==> config.mk <==
export PLATFORM = sky130hd
export DESIGN_NAME = kamacore_stage_mem_flat
export DESIGN_NICKNAME = d
export VERILOG_FILES = /design/src/rtl/kamacore_stage_mem_pkg.sv /design/src/rtl/kamacore_stage_mem_if.sv /design/src/rtl/kamacore_stage_mem_lsu_align.sv /design/src/rtl/kamacore_stage_mem.sv /design/src/flat_wrapper.sv
export SDC_FILE = /design/constraint.sdc
export NUM_CORES = 1
export LEC_CHECK = 0
export CORE_AREA = 4 4 135 137
export DETAILED_ROUTE_END_ITERATION = 8
export DIE_AREA = 0 0 139 141
export GPL_TIMING_DRIVEN = 0
export PLACE_DENSITY = 0.79
export SETUP_SLACK_MARGIN = 0.5
export SLEW_MARGIN = 20
export SYNTH_ARGS = -nofsm -noshare
export SYNTH_HDL_FRONTEND = slang
export SYNTH_SLANG_ARGS = --single-unit
==> constraint.sdc <==
create_clock -name clk -period 3.58 [get_ports clk]
set_clock_uncertainty 0.1 [all_clocks]
set_input_delay 0.537 -clock clk [delete_from_list [all_inputs] [get_ports clk]]
set_output_delay 0.537 -clock clk [all_outputs]
set_load 0.03 [all_outputs]
==> src/rtl/kamacore_stage_mem_pkg.sv <==
// Shared types and constants for the kamacore memory-access stage.
package kamacore_stage_mem_pkg;
    localparam int CPU_WIDTH = 32;
    localparam int CTRL_W    = 8;

    localparam logic [6:0] OPC_LOAD  = 7'b0000011;
    localparam logic [6:0] OPC_STORE = 7'b0100011;

    typedef enum logic [1:0] {
        BYTE = 2'b00,
        HALF = 2'b01,
        WORD = 2'b10
    } mem_size_t;

    typedef enum logic {
        IDLE = 1'b0,
        BUSY = 1'b1
    } mem_fsm_t;

    // funct3[1:0] = 11 has no RV32 meaning; it is treated as a word access.
    function automatic mem_size_t funct3_to_size(input logic [1:0] f);
        case (f)
            2'b00:   return BYTE;
            2'b01:   return HALF;
            default: return WORD;
        endcase
    endfunction
endpackage

==> src/rtl/kamacore_stage_mem_if.sv <==
// Stage-buffer and forwarding interfaces used around the kamacore memory stage.
interface kamacore_ex_mem_if;
    import kamacore_stage_mem_pkg::*;
    logic [31:0]          instruction;
    logic [CPU_WIDTH-1:0] alu_result;
    logic [CPU_WIDTH-1:0] rs2_data;
    logic [CTRL_W-1:0]    control_signals;
    modport sink (input instruction, alu_result, rs2_data, control_signals);
endinterface

interface kamacore_mem_wb_if;
    import kamacore_stage_mem_pkg::*;
    logic [31:0]          instruction;
    logic [CPU_WIDTH-1:0] alu_result;
    logic [CPU_WIDTH-1:0] mem_data;
    logic [CTRL_W-1:0]    control_signals;
    modport source (output instruction, alu_result, mem_data, control_signals);
endinterface

interface kamacore_fwd_if;
    import kamacore_stage_mem_pkg::*;
    logic [4:0]           a;
    logic [CPU_WIDTH-1:0] data_original;
    modport source (output a, data_original);
endinterface

==> src/rtl/kamacore_stage_mem_lsu_align.sv <==
// kamacore_lsu_align: combinational byte-lane steering for stores and lane select/extension for loads.
module kamacore_lsu_align
    import kamacore_stage_mem_pkg::*;
(
    input  mem_size_t   i_st_size,
    input  logic [1:0]  i_st_addr,
    input  logic [31:0] i_wdata,
    input  mem_size_t   i_ld_size,
    input  logic        i_ld_unsigned,
    input  logic [1:0]  i_ld_addr,
    input  logic [31:0] i_rdata,
    output logic [3:0]  o_be,
    output logic [31:0] o_wdata,
    output logic [31:0] o_ld_data
);
    logic [7:0]  w_byte;
    logic [15:0] w_half;

    always_comb begin
        o_be    = 4'b1111;
        o_wdata = i_wdata;
        case (i_st_size)
            BYTE: begin
                o_be    = 4'b0001 << i_st_addr;
                o_wdata = {4{i_wdata[7:0]}};
            end
            HALF: begin
                o_be    = i_st_addr[1] ? 4'b1100 : 4'b0011;
                o_wdata = {2{i_wdata[15:0]}};
            end
            default: begin
                o_be    = 4'b1111;
                o_wdata = i_wdata;
            end
        endcase
    end

    // Sign bit is masked off for LBU/LHU so one concatenation covers both extensions.
    always_comb begin
        w_byte    = i_rdata[{i_ld_addr, 3'b000} +: 8];
        w_half    = i_ld_addr[1] ? i_rdata[31:16] : i_rdata[15:0];
        o_ld_data = i_rdata;
        case (i_ld_size)
            BYTE:    o_ld_data = {{24{~i_ld_unsigned & w_byte[7]}}, w_byte};
            HALF:    o_ld_data = {{16{~i_ld_unsigned & w_half[15]}}, w_half};
            default: o_ld_data = i_rdata;
        endcase
    end
endmodule

==> src/rtl/kamacore_stage_mem.sv <==
// kamacore_stage_mem: memory-access stage driving a single-outstanding req/ack data bus.
// Define KAMACORE_MISALIGN_TRAP_EN to trap misaligned half/word accesses instead of truncating them.
module kamacore_stage_mem
    import kamacore_stage_mem_pkg::*;
#(
    parameter int DMEM_AW = 32
) (
    input  logic                 clk,
    input  logic                 rst,
    kamacore_ex_mem_if.sink      pipeline_ex_mem,
    kamacore_mem_wb_if.source    pipeline_mem_wb,
    kamacore_fwd_if.source       forwarding_mem,
    output logic                 stall,
    output logic                 dmem_req,
    output logic                 dmem_we,
    output logic [DMEM_AW-1:0]   dmem_addr,
    output logic [3:0]           dmem_be,
    output logic [31:0]          dmem_wdata,
    input  logic                 dmem_ack,
    input  logic [31:0]          dmem_rdata
`ifdef KAMACORE_MISALIGN_TRAP_EN
    ,
    output logic                 trap_misaligned,
    output logic [DMEM_AW-1:0]   trap_addr
`endif
);
    mem_fsm_t     r_state;
    mem_size_t    r_size;
    logic         r_unsigned;
    logic [1:0]   r_addr_lo;
    logic         r_is_load;

    logic [6:0]   w_opcode;
    logic         w_is_load;
    logic         w_is_store;
    logic         w_is_mem;
    logic         w_misaligned;
    logic         w_issue;
    mem_size_t    w_size;
    logic [DMEM_AW-1:0] w_addr;
    logic [3:0]   w_be;
    logic [31:0]  w_wdata;
    logic [31:0]  w_ld_data;

    assign w_opcode   = pipeline_ex_mem.instruction[6:0];
    assign w_is_load  = (w_opcode == OPC_LOAD);
    assign w_is_store = (w_opcode == OPC_STORE);
    assign w_is_mem   = w_is_load | w_is_store;
    assign w_size     = funct3_to_size(pipeline_ex_mem.instruction[13:12]);
    assign w_addr     = DMEM_AW'(pipeline_ex_mem.alu_result);

`ifdef KAMACORE_MISALIGN_TRAP_EN
    assign w_misaligned = w_is_mem && (((w_size == HALF) && w_addr[0]) ||
                                       ((w_size == WORD) && (w_addr[1:0] != 2'b00)));
`else
    assign w_misaligned = 1'b0;
`endif
    assign w_issue = w_is_mem & ~w_misaligned;

    assign stall = (r_state == IDLE) ? w_issue : ~dmem_ack;

    // Loads never forward: their data is not known until writeback.
    assign forwarding_mem.a             = w_is_load ? 5'd0 : pipeline_ex_mem.instruction[11:7];
    assign forwarding_mem.data_original = pipeline_ex_mem.alu_result;

    kamacore_lsu_align u_align (
        .i_st_size     (w_size),
        .i_st_addr     (w_addr[1:0]),
        .i_wdata       (pipeline_ex_mem.rs2_data),
        .i_ld_size     (r_size),
        .i_ld_unsigned (r_unsigned),
        .i_ld_addr     (r_addr_lo),
        .i_rdata       (dmem_rdata),
        .o_be          (w_be),
        .o_wdata       (w_wdata),
        .o_ld_data     (w_ld_data)
    );

    always_ff @(posedge clk) begin
        if (!rst) begin
            r_state                         <= IDLE;
            r_size                          <= BYTE;
            r_unsigned                      <= 1'b0;
            r_addr_lo                       <= 2'b00;
            r_is_load                       <= 1'b0;
            dmem_req                        <= 1'b0;
            dmem_we                         <= 1'b0;
            dmem_addr                       <= '0;
            dmem_be                         <= '0;
            dmem_wdata                      <= '0;
            pipeline_mem_wb.instruction     <= '0;
            pipeline_mem_wb.alu_result      <= '0;
            pipeline_mem_wb.mem_data        <= '0;
            pipeline_mem_wb.control_signals <= '0;
`ifdef KAMACORE_MISALIGN_TRAP_EN
            trap_misaligned                 <= 1'b0;
            trap_addr                       <= '0;
`endif
        end else begin
            // Bubble unless a non-memory op or a completing access overrides it below.
            pipeline_mem_wb.instruction     <= '0;
            pipeline_mem_wb.alu_result      <= '0;
            pipeline_mem_wb.mem_data        <= '0;
            pipeline_mem_wb.control_signals <= '0;
`ifdef KAMACORE_MISALIGN_TRAP_EN
            trap_misaligned <= (r_state == IDLE) && w_misaligned;
            if ((r_state == IDLE) && w_misaligned) trap_addr <= w_addr;
`endif
            case (r_state)
                IDLE: begin
                    if (w_issue) begin
                        dmem_req   <= 1'b1;
                        dmem_we    <= w_is_store;
                        dmem_addr  <= {w_addr[DMEM_AW-1:2], 2'b00};
                        dmem_be    <= w_be;
                        dmem_wdata <= w_wdata;
                        r_size     <= w_size;
                        r_unsigned <= pipeline_ex_mem.instruction[14];
                        r_addr_lo  <= w_addr[1:0];
                        r_is_load  <= w_is_load;
                        r_state    <= BUSY;
                    end else if (!w_misaligned) begin
                        pipeline_mem_wb.instruction     <= pipeline_ex_mem.instruction;
                        pipeline_mem_wb.alu_result      <= pipeline_ex_mem.alu_result;
                        pipeline_mem_wb.control_signals <= pipeline_ex_mem.control_signals;
                    end
                end
                BUSY: begin
                    if (dmem_ack) begin
                        dmem_req                        <= 1'b0;
                        r_state                         <= IDLE;
                        pipeline_mem_wb.instruction     <= pipeline_ex_mem.instruction;
                        pipeline_mem_wb.alu_result      <= pipeline_ex_mem.alu_result;
                        pipeline_mem_wb.control_signals <= pipeline_ex_mem.control_signals;
                        pipeline_mem_wb.mem_data        <= r_is_load ? w_ld_data : '0;
                    end
                end
                default: r_state <= IDLE;
            endcase
        end
    end
endmodule

==> src/flat_wrapper.sv <==
// flat-port wrapper written by rule: the top's interface ports become plain ports
module kamacore_stage_mem_flat import kamacore_stage_mem_pkg::*;
#(
    parameter int DMEM_AW = 32
)
  (clk, rst, stall, dmem_req, dmem_we, dmem_addr, dmem_be, dmem_wdata, dmem_ack, dmem_rdata, pipeline_ex_mem_instruction, pipeline_ex_mem_alu_result, pipeline_ex_mem_rs2_data, pipeline_ex_mem_control_signals, pipeline_mem_wb_instruction, pipeline_mem_wb_alu_result, pipeline_mem_wb_mem_data, pipeline_mem_wb_control_signals, forwarding_mem_a, forwarding_mem_data_original);
  kamacore_ex_mem_if pipeline_ex_mem_i ();
  kamacore_mem_wb_if pipeline_mem_wb_i ();
  kamacore_fwd_if forwarding_mem_i ();
  input  logic clk;
  input  logic rst;
  output logic stall;
  output logic dmem_req;
  output logic dmem_we;
  output logic [DMEM_AW-1:0] dmem_addr;
  output logic [3:0] dmem_be;
  output logic [31:0] dmem_wdata;
  input  logic dmem_ack;
  input  logic [31:0] dmem_rdata;
  input wire logic [$bits(pipeline_ex_mem_i.instruction)-1:0] pipeline_ex_mem_instruction;
  input wire logic [$bits(pipeline_ex_mem_i.alu_result)-1:0] pipeline_ex_mem_alu_result;
  input wire logic [$bits(pipeline_ex_mem_i.rs2_data)-1:0] pipeline_ex_mem_rs2_data;
  input wire logic [$bits(pipeline_ex_mem_i.control_signals)-1:0] pipeline_ex_mem_control_signals;
  output wire logic [$bits(pipeline_mem_wb_i.instruction)-1:0] pipeline_mem_wb_instruction;
  output wire logic [$bits(pipeline_mem_wb_i.alu_result)-1:0] pipeline_mem_wb_alu_result;
  output wire logic [$bits(pipeline_mem_wb_i.mem_data)-1:0] pipeline_mem_wb_mem_data;
  output wire logic [$bits(pipeline_mem_wb_i.control_signals)-1:0] pipeline_mem_wb_control_signals;
  output wire logic [$bits(forwarding_mem_i.a)-1:0] forwarding_mem_a;
  output wire logic [$bits(forwarding_mem_i.data_original)-1:0] forwarding_mem_data_original;
  assign pipeline_ex_mem_i.instruction = pipeline_ex_mem_instruction;
  assign pipeline_ex_mem_i.alu_result = pipeline_ex_mem_alu_result;
  assign pipeline_ex_mem_i.rs2_data = pipeline_ex_mem_rs2_data;
  assign pipeline_ex_mem_i.control_signals = pipeline_ex_mem_control_signals;
  assign pipeline_mem_wb_instruction = pipeline_mem_wb_i.instruction;
  assign pipeline_mem_wb_alu_result = pipeline_mem_wb_i.alu_result;
  assign pipeline_mem_wb_mem_data = pipeline_mem_wb_i.mem_data;
  assign pipeline_mem_wb_control_signals = pipeline_mem_wb_i.control_signals;
  assign forwarding_mem_a = forwarding_mem_i.a;
  assign forwarding_mem_data_original = forwarding_mem_i.data_original;
  kamacore_stage_mem #(.DMEM_AW(DMEM_AW)) u_core (.clk(clk), .rst(rst), .pipeline_ex_mem(pipeline_ex_mem_i), .pipeline_mem_wb(pipeline_mem_wb_i), .forwarding_mem(forwarding_mem_i), .stall(stall), .dmem_req(dmem_req), .dmem_we(dmem_we), .dmem_addr(dmem_addr), .dmem_be(dmem_be), .dmem_wdata(dmem_wdata), .dmem_ack(dmem_ack), .dmem_rdata(dmem_rdata));
endmodule
* Word-level counts from Yosys, hierarchy flattened
Cells that the tools add are included.
** Word-level totals
- Register bits :: 179
- Input bits :: 139
- Output and inout port bits :: 212
- Word-level logic and storage cells :: 58
** Cells by class
- Equality and inequality tests :: 7
- Shift operators :: 2
- Mux-type cells :: 23
- Bitwise logic cells :: 6
- Reductions and logical operators :: 6
** Operator list (number)
- 32-bit case mux with 2 select lines :: 4
- 32-bit two-way mux :: 4
- 32-bit by 6-bit variable part select with 8-bit output :: 1
- 16-bit two-way mux :: 1
- 8-bit two-way mux :: 2
- 8-bit case mux with 2 select lines :: 1
- 4-bit case mux with 2 select lines :: 1
- 7-bit by 2-bit equality test with 1-bit output (second input constant) :: 1
- 7-bit by 6-bit equality test with 1-bit output (second input constant) :: 1
- 2-bit by 1-bit equality test with 1-bit output (second input constant) :: 3
- 2-bit logical NOT :: 3
- 1-bit two-way mux :: 5
- 5-bit two-way mux :: 1
- 4-bit two-way mux :: 1
- 1-bit case mux with 2 select lines :: 2
- 2-bit case mux with 2 select lines :: 1
- 2-bit AND reduction :: 2
- 4-bit AND reduction :: 1
- 1-bit by 2-bit left shift with 4-bit output (first input constant) :: 1
- 1-bit NOT :: 3
- 1-bit AND :: 2
- 2-bit by 1-bit != test with 1-bit output (second input constant) :: 1
- 2-bit != test (second input constant) :: 1
- 1-bit bitwise OR :: 1

* Logic depth before layout (Yosys ltp)
Gate-level depths: netlist of run 1.
- Depth in word-level cells :: 4
- Gate-level depth with buffers :: 6
- Mapped depth without buffers :: 4

* Cells and area by module
Synthesis of run 1 repeated with hierarchy kept, for this count alone.
** Second synthesis, totals
- Cells, all modules :: 756
- Area total of the unflattened synthesis :: 7213.2 um2
** Modules (own cells, without submodules)
- kamacore_stage_mem :: times used 1, cells each 600, area each 6064.6 um2, seq. area each 3583.4 um2
- kamacore_lsu_align :: times used 1, cells each 156, area each 1148.6 um2, seq. area each 0.0 um2

* Worst setup path before layout of run 1
No wires, ideal clock.
- Kind :: input to output
- From :: in pipeline_ex_mem_instruction[2]
- To :: out forwarding_mem_a[0]
- Arrival time :: 1.617 ns
- Data required time :: 2.943 ns
- Setup slack :: 1.326 ns
- Stages :: 3
- Path buffers :: 0
- Cell sequence :: and4bb_2 -> nor4b_1 -> nor2b_1
** On the way
- Cells in the longest elaborated chain, start to end :: 2
** RTL lines
- start: declaration :: RTL line flat_wrapper.sv:20 : input wire logic [$bits(pipeline_ex_mem_i.instruction)-1:0] pipeline_ex_mem_instruction;
- 7-bit by 2-bit equality test with 1-bit output :: RTL line kamacore_stage_mem.sv:46 : assign w_is_load = (w_opcode == OPC_LOAD);
- 5-bit two-way mux :: RTL line kamacore_stage_mem.sv:63 : assign forwarding_mem.a = w_is_load ? 5'd0 : pipeline_ex_mem.instruction[11:7];
- end: declaration :: RTL line flat_wrapper.sv:28 : output wire logic [$bits(forwarding_mem_i.a)-1:0] forwarding_mem_a;
No other way between the ends.

* Worst setup path in the final report of run 1
- From :: in pipeline_ex_mem_instruction[4]
- To :: out stall
** On the way
- Cells in the longest elaborated chain, start to end :: 3
- Elaborated cells on any way between the ends :: 4
- Those cells by class :: eq/ne (2); mux (1); bitwise (1)
** RTL lines
- 7-bit by 2-bit equality test with 1-bit output / 7-bit by 6-bit equality test with 1-bit output (equally long branches) :: RTL line kamacore_stage_mem.sv:46, kamacore_stage_mem.sv:47
- 1-bit bitwise OR * :: RTL line kamacore_stage_mem.sv:48 : assign w_is_mem = w_is_load | w_is_store;
- 1-bit two-way mux * :: RTL line kamacore_stage_mem.sv:60 : assign stall = (r_state == IDLE) ? w_issue : ~dmem_ack;
- end: declaration :: RTL line flat_wrapper.sv:12 : output logic stall;
Mark *: on every way between the ends. The rest lies on a longest branch, timed or not.

==> out/qor.txt, run 1 <==
Total GRT Usage: 0.233
f_max: 0.349 GHz
wire per inst: 18.1 um
CTS sink cnt: 179
placer congestion estimate: 0.876
result of the run: finished clean
Worst Path Max Fanout: 10
M1 GR Usage: 0.263
Final Max Tran Viols: 0
Max Cap Viol: 0
Critical Path RT: 2.94 ns
first-pass GRT wire length: 35500 um
Initial DRC Count: 346
final wirelength: 23900 um
sequential-to-total area share from yosys stat: 0.538
final design utilization: 0.646
Root Buffer: clkbuf_16
Layout fillers: 1458
die width: 139 um
DRC errors left: 0
via/cell ratio: 4.80
RSZ-0062 raised after global routing: no
initial antenna violation count: 1
Post-Syn Area: 6660 um^2
Async SR Flop Fraction: 0
global route hottest layer: met2
hold depth: 2
ys flop type: dfxtp_1
Placement Setup Slack: 0.456 ns
Worst VDD drop: 0.307 mV
fin area: 11000 um^2
top cell type's share of synthesized area: 0.538
R2R depth: 4
Hold Fails Final Rpt: 0
routed vias: 6320
area added between synthesis and finish: 65.4%
H-tree levels: 4
DRT Pass-1 Iters: 7
layout net count: 1217
met3 Track Usage GR: 0.0763
Setup crit end kind: output port
#FFs+latches synth: 179
clk buf depth: 2
CTS clock-pin slew for the worst setup and hold paths: 0.06 ns
Final WS setup: 0.717 ns
pwr dens: 412 nW/um^2
CTS tree: built
# setup viols final: 0
Hold Crit Class: flop to flop
# rows: 48
Antenna Nets Post-Route: 0
die area: 19600 um^2
core area: 17100 um^2
Final min period: 2.86 ns
Crit Path Category: input port to output port
relative slew slack: 0.525
Worst setup SP type: input port
die height: 141 um
yosys warns: 0
Post-Place Cell Area: 10400 um^2
GRT overflow: 0
cts-stage hold buffer count: 0
number of enable flip-flop cells after synthesis: 0
hpwl dp: 19000 um
worst skew pair latency: 0.42 ns
I/O Buffers: 347
Top Ports: 351
Leakage: 0.00440 uW
share of cells above drive strength 1: 0.0889
worst slew pin tran: 0.713 ns
initial core utilization: 0.390
cell taking the most area after synthesis: dfxtp_1
Distinct cells, synth: 36
Gate Count Post-Synth: 710
largest net degree at the start of global routing: 19
number of global-route vias before repair: 6023
GRT met2 Usage: 0.414
leading post-synthesis cells by cell area: dfxtp_1 (54%), nand2_1 (8.0%), and2_1 (6.7%)
CTS Buf Count: 17
mean post-synth cell area: 9.38 um^2
Worst EP arrival: 2.23 ns
Final period util: 0.800
[area by class of cell]
| class | count | area (um^2) | area share |
|---|---|---|---|
| diodes | 1 | 2.50 | 0.000227 |
| plain buffers | 83 | 470 | 0.0427 |
| clock buffers | 18 | 439 | 0.0399 |
| clock inverters | 14 | 135 | 0.0123 |
| inverters | 12 | 45.0 | 0.00409 |
| multi-input cells | 437 | 2570 | 0.233 |
| flip-flops and latches | 179 | 3580 | 0.325 |
| well taps | 225 | 282 | 0.0256 |
| repair buffers | 348 | 3490 | 0.317 |
[what timing repair did]
action | CTS | global route
gates cloned | 0 | 0
endpoints found under the setup margin | 2 | 4
gates resized for setup | 2 | 4
setup buffers | 0 | 0
[kinds of logic (layout without fill, tap and decap cells)]
| kind of cell | count (synthesis) | in the layout | share of synthesized area |
|---|---|---|---|
| other cells | 1 | 3 | 0.000563 |
| simple gates | 272 | 272 | 0.193 |
| buf+inv | 95 | 475 | 0.0774 |
| compound gates | 138 | 138 | 0.150 |
| flops | 179 | 179 | 0.538 |
| mux | 25 | 25 | 0.0398 |
[per-layer routing]
metal	part of all wire	vias up
li1	-	3071
met1	0.39	2923
met2	0.51	293
met3	0.086	33
met4	0.021	0
met5	0	-
[flip-flops by register name, summed over array words and instances (netlist names)]
name / flops
u_core.pipeline_mem_wb.mem_data: 32
u_core.dmem_we: 1
u_core.r_size: 2
u_core.pipeline_mem_wb.control_signals: 8
u_core.r_addr_lo: 2
u_core.r_state: 1
u_core.pipeline_mem_wb.alu_result: 32
u_core.dmem_addr: 30
u_core.r_unsigned: 1
u_core.pipeline_mem_wb.instruction: 32
u_core.dmem_req: 1
u_core.dmem_be: 4
u_core.r_is_load: 1
u_core.dmem_wdata: 32
[worst max-delay path, cell delays in order]
cell and delay [ns]:
clkdlybuf4s50_1 0.48, nor3_1 0.27, nand2_1 0.15, buf_2 0.23, nand2_1 0.12, dlygate4sd2_1 0.44
[stage by stage]
stage | cells | hold WS (ns) | power (uW) | TNS, ns
finish | 1317 | 0.361 | 4540 | 0
global route | 1317 | 0.385 | 4700 | 0
CTS | 1316 | 0.365 | 4580 | 0
detailed placement | 1284 | 0.356 | 2780 | 0
global placement | 1283 | 0.350 | 2780 | -1.80
floorplan | 711 | 0.357 | 2410 | 0
[where the power goes]
part           internal [uW]  switching (uW)  total [uW]  leakage [uW]
registers               2040            15.2        2060       0.00146
clock network            942             859        1800      0.000277
logic                    342             336         678       0.00266
[cells in the mapped netlist, types with 2 or more instances]
| cell type | n |
|---|---|
| nor2b_1 | 5 |
| a222oi_1 | 7 |
| buf_6 | 2 |
| and3_1 | 5 |
| a21oi_1 | 28 |
| buf_4 | 34 |
| buf_1 | 2 |
| clkbuf_1 | 32 |
| o21ai_0 | 26 |
| a21boi_0 | 46 |
| a221oi_1 | 9 |
| nand2b_1 | 2 |
| dfxtp_1 | 179 |
| buf_2 | 13 |
| mux2_2 | 8 |
| and2_1 | 71 |
| inv_1 | 12 |
| o211a_1 | 18 |
| nand2_1 | 142 |
| nor3_1 | 3 |
| nand3_1 | 16 |
| mux2i_1 | 16 |
| nor2_1 | 21 |
[final timing paths]
path,from,to,slack (ns)
worst min register to register,u_core.dmem_addr[22],u_core.dmem_addr[22],0.36
worst max register to register,u_core.r_addr_lo[0],u_core.pipeline_mem_wb.mem_data[12],1.64
worst max-delay path,pipeline_ex_mem_instruction[4],stall,0.72
worst min-delay path,u_core.dmem_addr[22],u_core.dmem_addr[22],0.36
[placed cells by master (no fill, tap or decap), drive strengths merged, types with 2 or more instances in the layout]
cell type	instances
o21ai	27
nor3	3
dfxtp	179
clkdlybuf4s50	341
clkinv	4
buf	52
nor2b	5
nor2	21
and2	71
o211a	18
mux2i	16
a21oi	29
nand2b	2
nand2	142
a222oi	7
dlygate4sd2	2
clkinvlp	2
conb	2
inv	20
and3	5
nand3	16
clkbuf	50
dlymetal6s2s	4
a21boi	46
mux2	9
nor3b	2
a221oi	9
(Power assumes the default switching activity.)
==> inputs of run 2 (changes only) <==
- CORE_AREA: 4 4 135 137 -> not set
- CORE_MARGIN: not set -> 4
- CORE_UTILIZATION: not set -> 39
- DIE_AREA: 0 0 139 141 -> not set
- clock period: 3.58 -> 2.95 ns (I/O delays scaled with it)
==> out/qor.txt, run 2 (synthesis gave the netlist of run 1 again) <==
Final min period: 2.38 ns
relative slew slack: 0.575
Leakage: 0.00439 uW
GRT overflow: 0
Antenna Cells: 0
die height: 139 um
result of the run: finished clean
R2R Setup Slk: 1.07 ns
most common cell after layout, fill and taps aside: clkdlybuf4s50_1
CTS sink cnt: 179
Root Buffer: clkbuf_16
worst skew pair latency: 0.42 ns
placer congestion estimate: 0.859
first-pass GRT wire length: 36600 um
Worst Path Max Fanout: 10
core area: 16600 um^2
Worst EP arrival: 1.84 ns
DRC errors left: 0
Critical Path Start: pipeline_ex_mem_instruction[4]
Final Max Tran Viols: 0
most frequent cells in the layout: clkdlybuf4s50_1 (339), dfxtp_1 (179), nand2_1 (142), and2_1 (71), a21boi_0 (46)
CTS clock-pin slew for the worst setup and hold paths: 0.06 ns
largest net degree at the start of global routing: 17
Antenna Nets Post-Route: 0
Crit Path Category: input port to output port
die width: 139 um
share of cells above drive strength 1: 0.0927
initial core utilization: 0.400
# setup viols final: 0
clk buf depth: 2
I/O Buffers: 347
Top Ports: 351
routed vias: 6273
number of global-route vias before repair: 6243
DRT Pass-1 Iters: 6
Hold Startpoint: u_core.dmem_addr[6]
# rows: 47
Hold Crit Class: flop to flop
f_max: 0.420 GHz
wire per inst: 18.3 um
Worst VDD drop: 0.394 mV
die area: 19200 um^2
hpwl dp: 19000 um
H-tree levels: 4
worst slew pin tran: 0.635 ns
total negative slack: 0 ns
area added between synthesis and finish: 65.5%
Critical Path RT: 2.41 ns
Setup crit end kind: output port
Final period util: 0.807
r2r startpoint: u_core.r_addr_lo[0]
layout net count: 1217
Hold Fails Final Rpt: 0
final wirelength: 24000 um
Initial DRC Count: 398
Worst setup SP type: input port
Total GRT Usage: 0.242
Max Cap Viol: 0
fin area: 11000 um^2
Post-Place Cell Area: 10400 um^2
CTS tree: built
CTS Buf Count: 17
cts-stage hold buffer count: 0
initial antenna violation count: 0
via/cell ratio: 4.79
pwr dens: 513 nW/um^2
RSZ-0062 raised after global routing: no
[run 2: cell count changes in the layout (fill, tap and decap cells not counted), sizes merged]
cell and delta:
buf +5, dlymetal6s2s -4, bufinv +3, inv -3, clkdlybuf4s50 -2, clkinvlp -2, clkbuf +1, clkinv +1
diode -1
[run 2: routing by layer]
layer / share of wire / global-route usage / vias to the layer above
met3: 0.075 / 0.0672 / 37
met4: 0.022 / 0.0757 / 0
met1: 0.39 / 0.276 / 2888
met2: 0.51 / 0.438 / 279
li1: - / - / 3069
met5: 0 / 0 / -
[run 2: through the flow]
stage | total power, uW | setup slack, ns | util | std cells | hold WS (ns)
after CTS | 5700 | 0.545 | 0.661 | 1310 | 0.364
after global routing | 5860 | 0.503 | 0.662 | 1310 | 0.384
after floorplan | 2930 | 0.885 | - | 711 | 0.357
after global placement | 3370 | -0.621 | 0.625 | 1278 | 0.349
after detailed placement | 3380 | -0.195 | 0.626 | 1278 | 0.356
final | 5650 | 0.570 | 0.662 | 1310 | 0.361
[run 2: layout make-up]
| cell class | count | area, um^2 |
|---|---|---|
| plain buffers | 83 | 473 |
| clock buffers | 18 | 429 |
| clock inverters | 13 | 175 |
| fillers | 1411 | 5630 |
| inverters | 12 | 45.0 |
| multi-input cells | 437 | 2580 |
| flip-flops and latches | 179 | 3580 |
| well taps | 220 | 275 |
| repair buffers | 348 | 3460 |
[run 2: what timing repair did]
action	in CTS	in global routing
pin swaps	1	1
setup endpoints to repair	8	4
setup buffers	1	0
resized for setup	34	5
[run 2: where the power goes]
part / leakage, uW / total, uW / internal [uW] / switching, uW
Clock: 0.000299 / 2330 / 1350 / 984
Sequential: 0.00146 / 2500 / 2480 / 18.0
Combinational: 0.00263 / 823 / 413 / 411
[run 2: final timing paths]
path / end / depth (start not counted)
setup / recovery: stall / 6
hold / removal: u_core.dmem_addr[6] / 2
setup reg to reg: u_core.pipeline_mem_wb.mem_data[12] / 4
hold reg to reg: u_core.dmem_addr[6] / 2
[run 2: critical path, stage by stage]
cell and delay, ns:
clkdlybuf4s50_1 0.51, nor3_1 0.26, nand2_1 0.13, buf_4 0.20, nand2_1 0.09, clkbuf_4 0.20
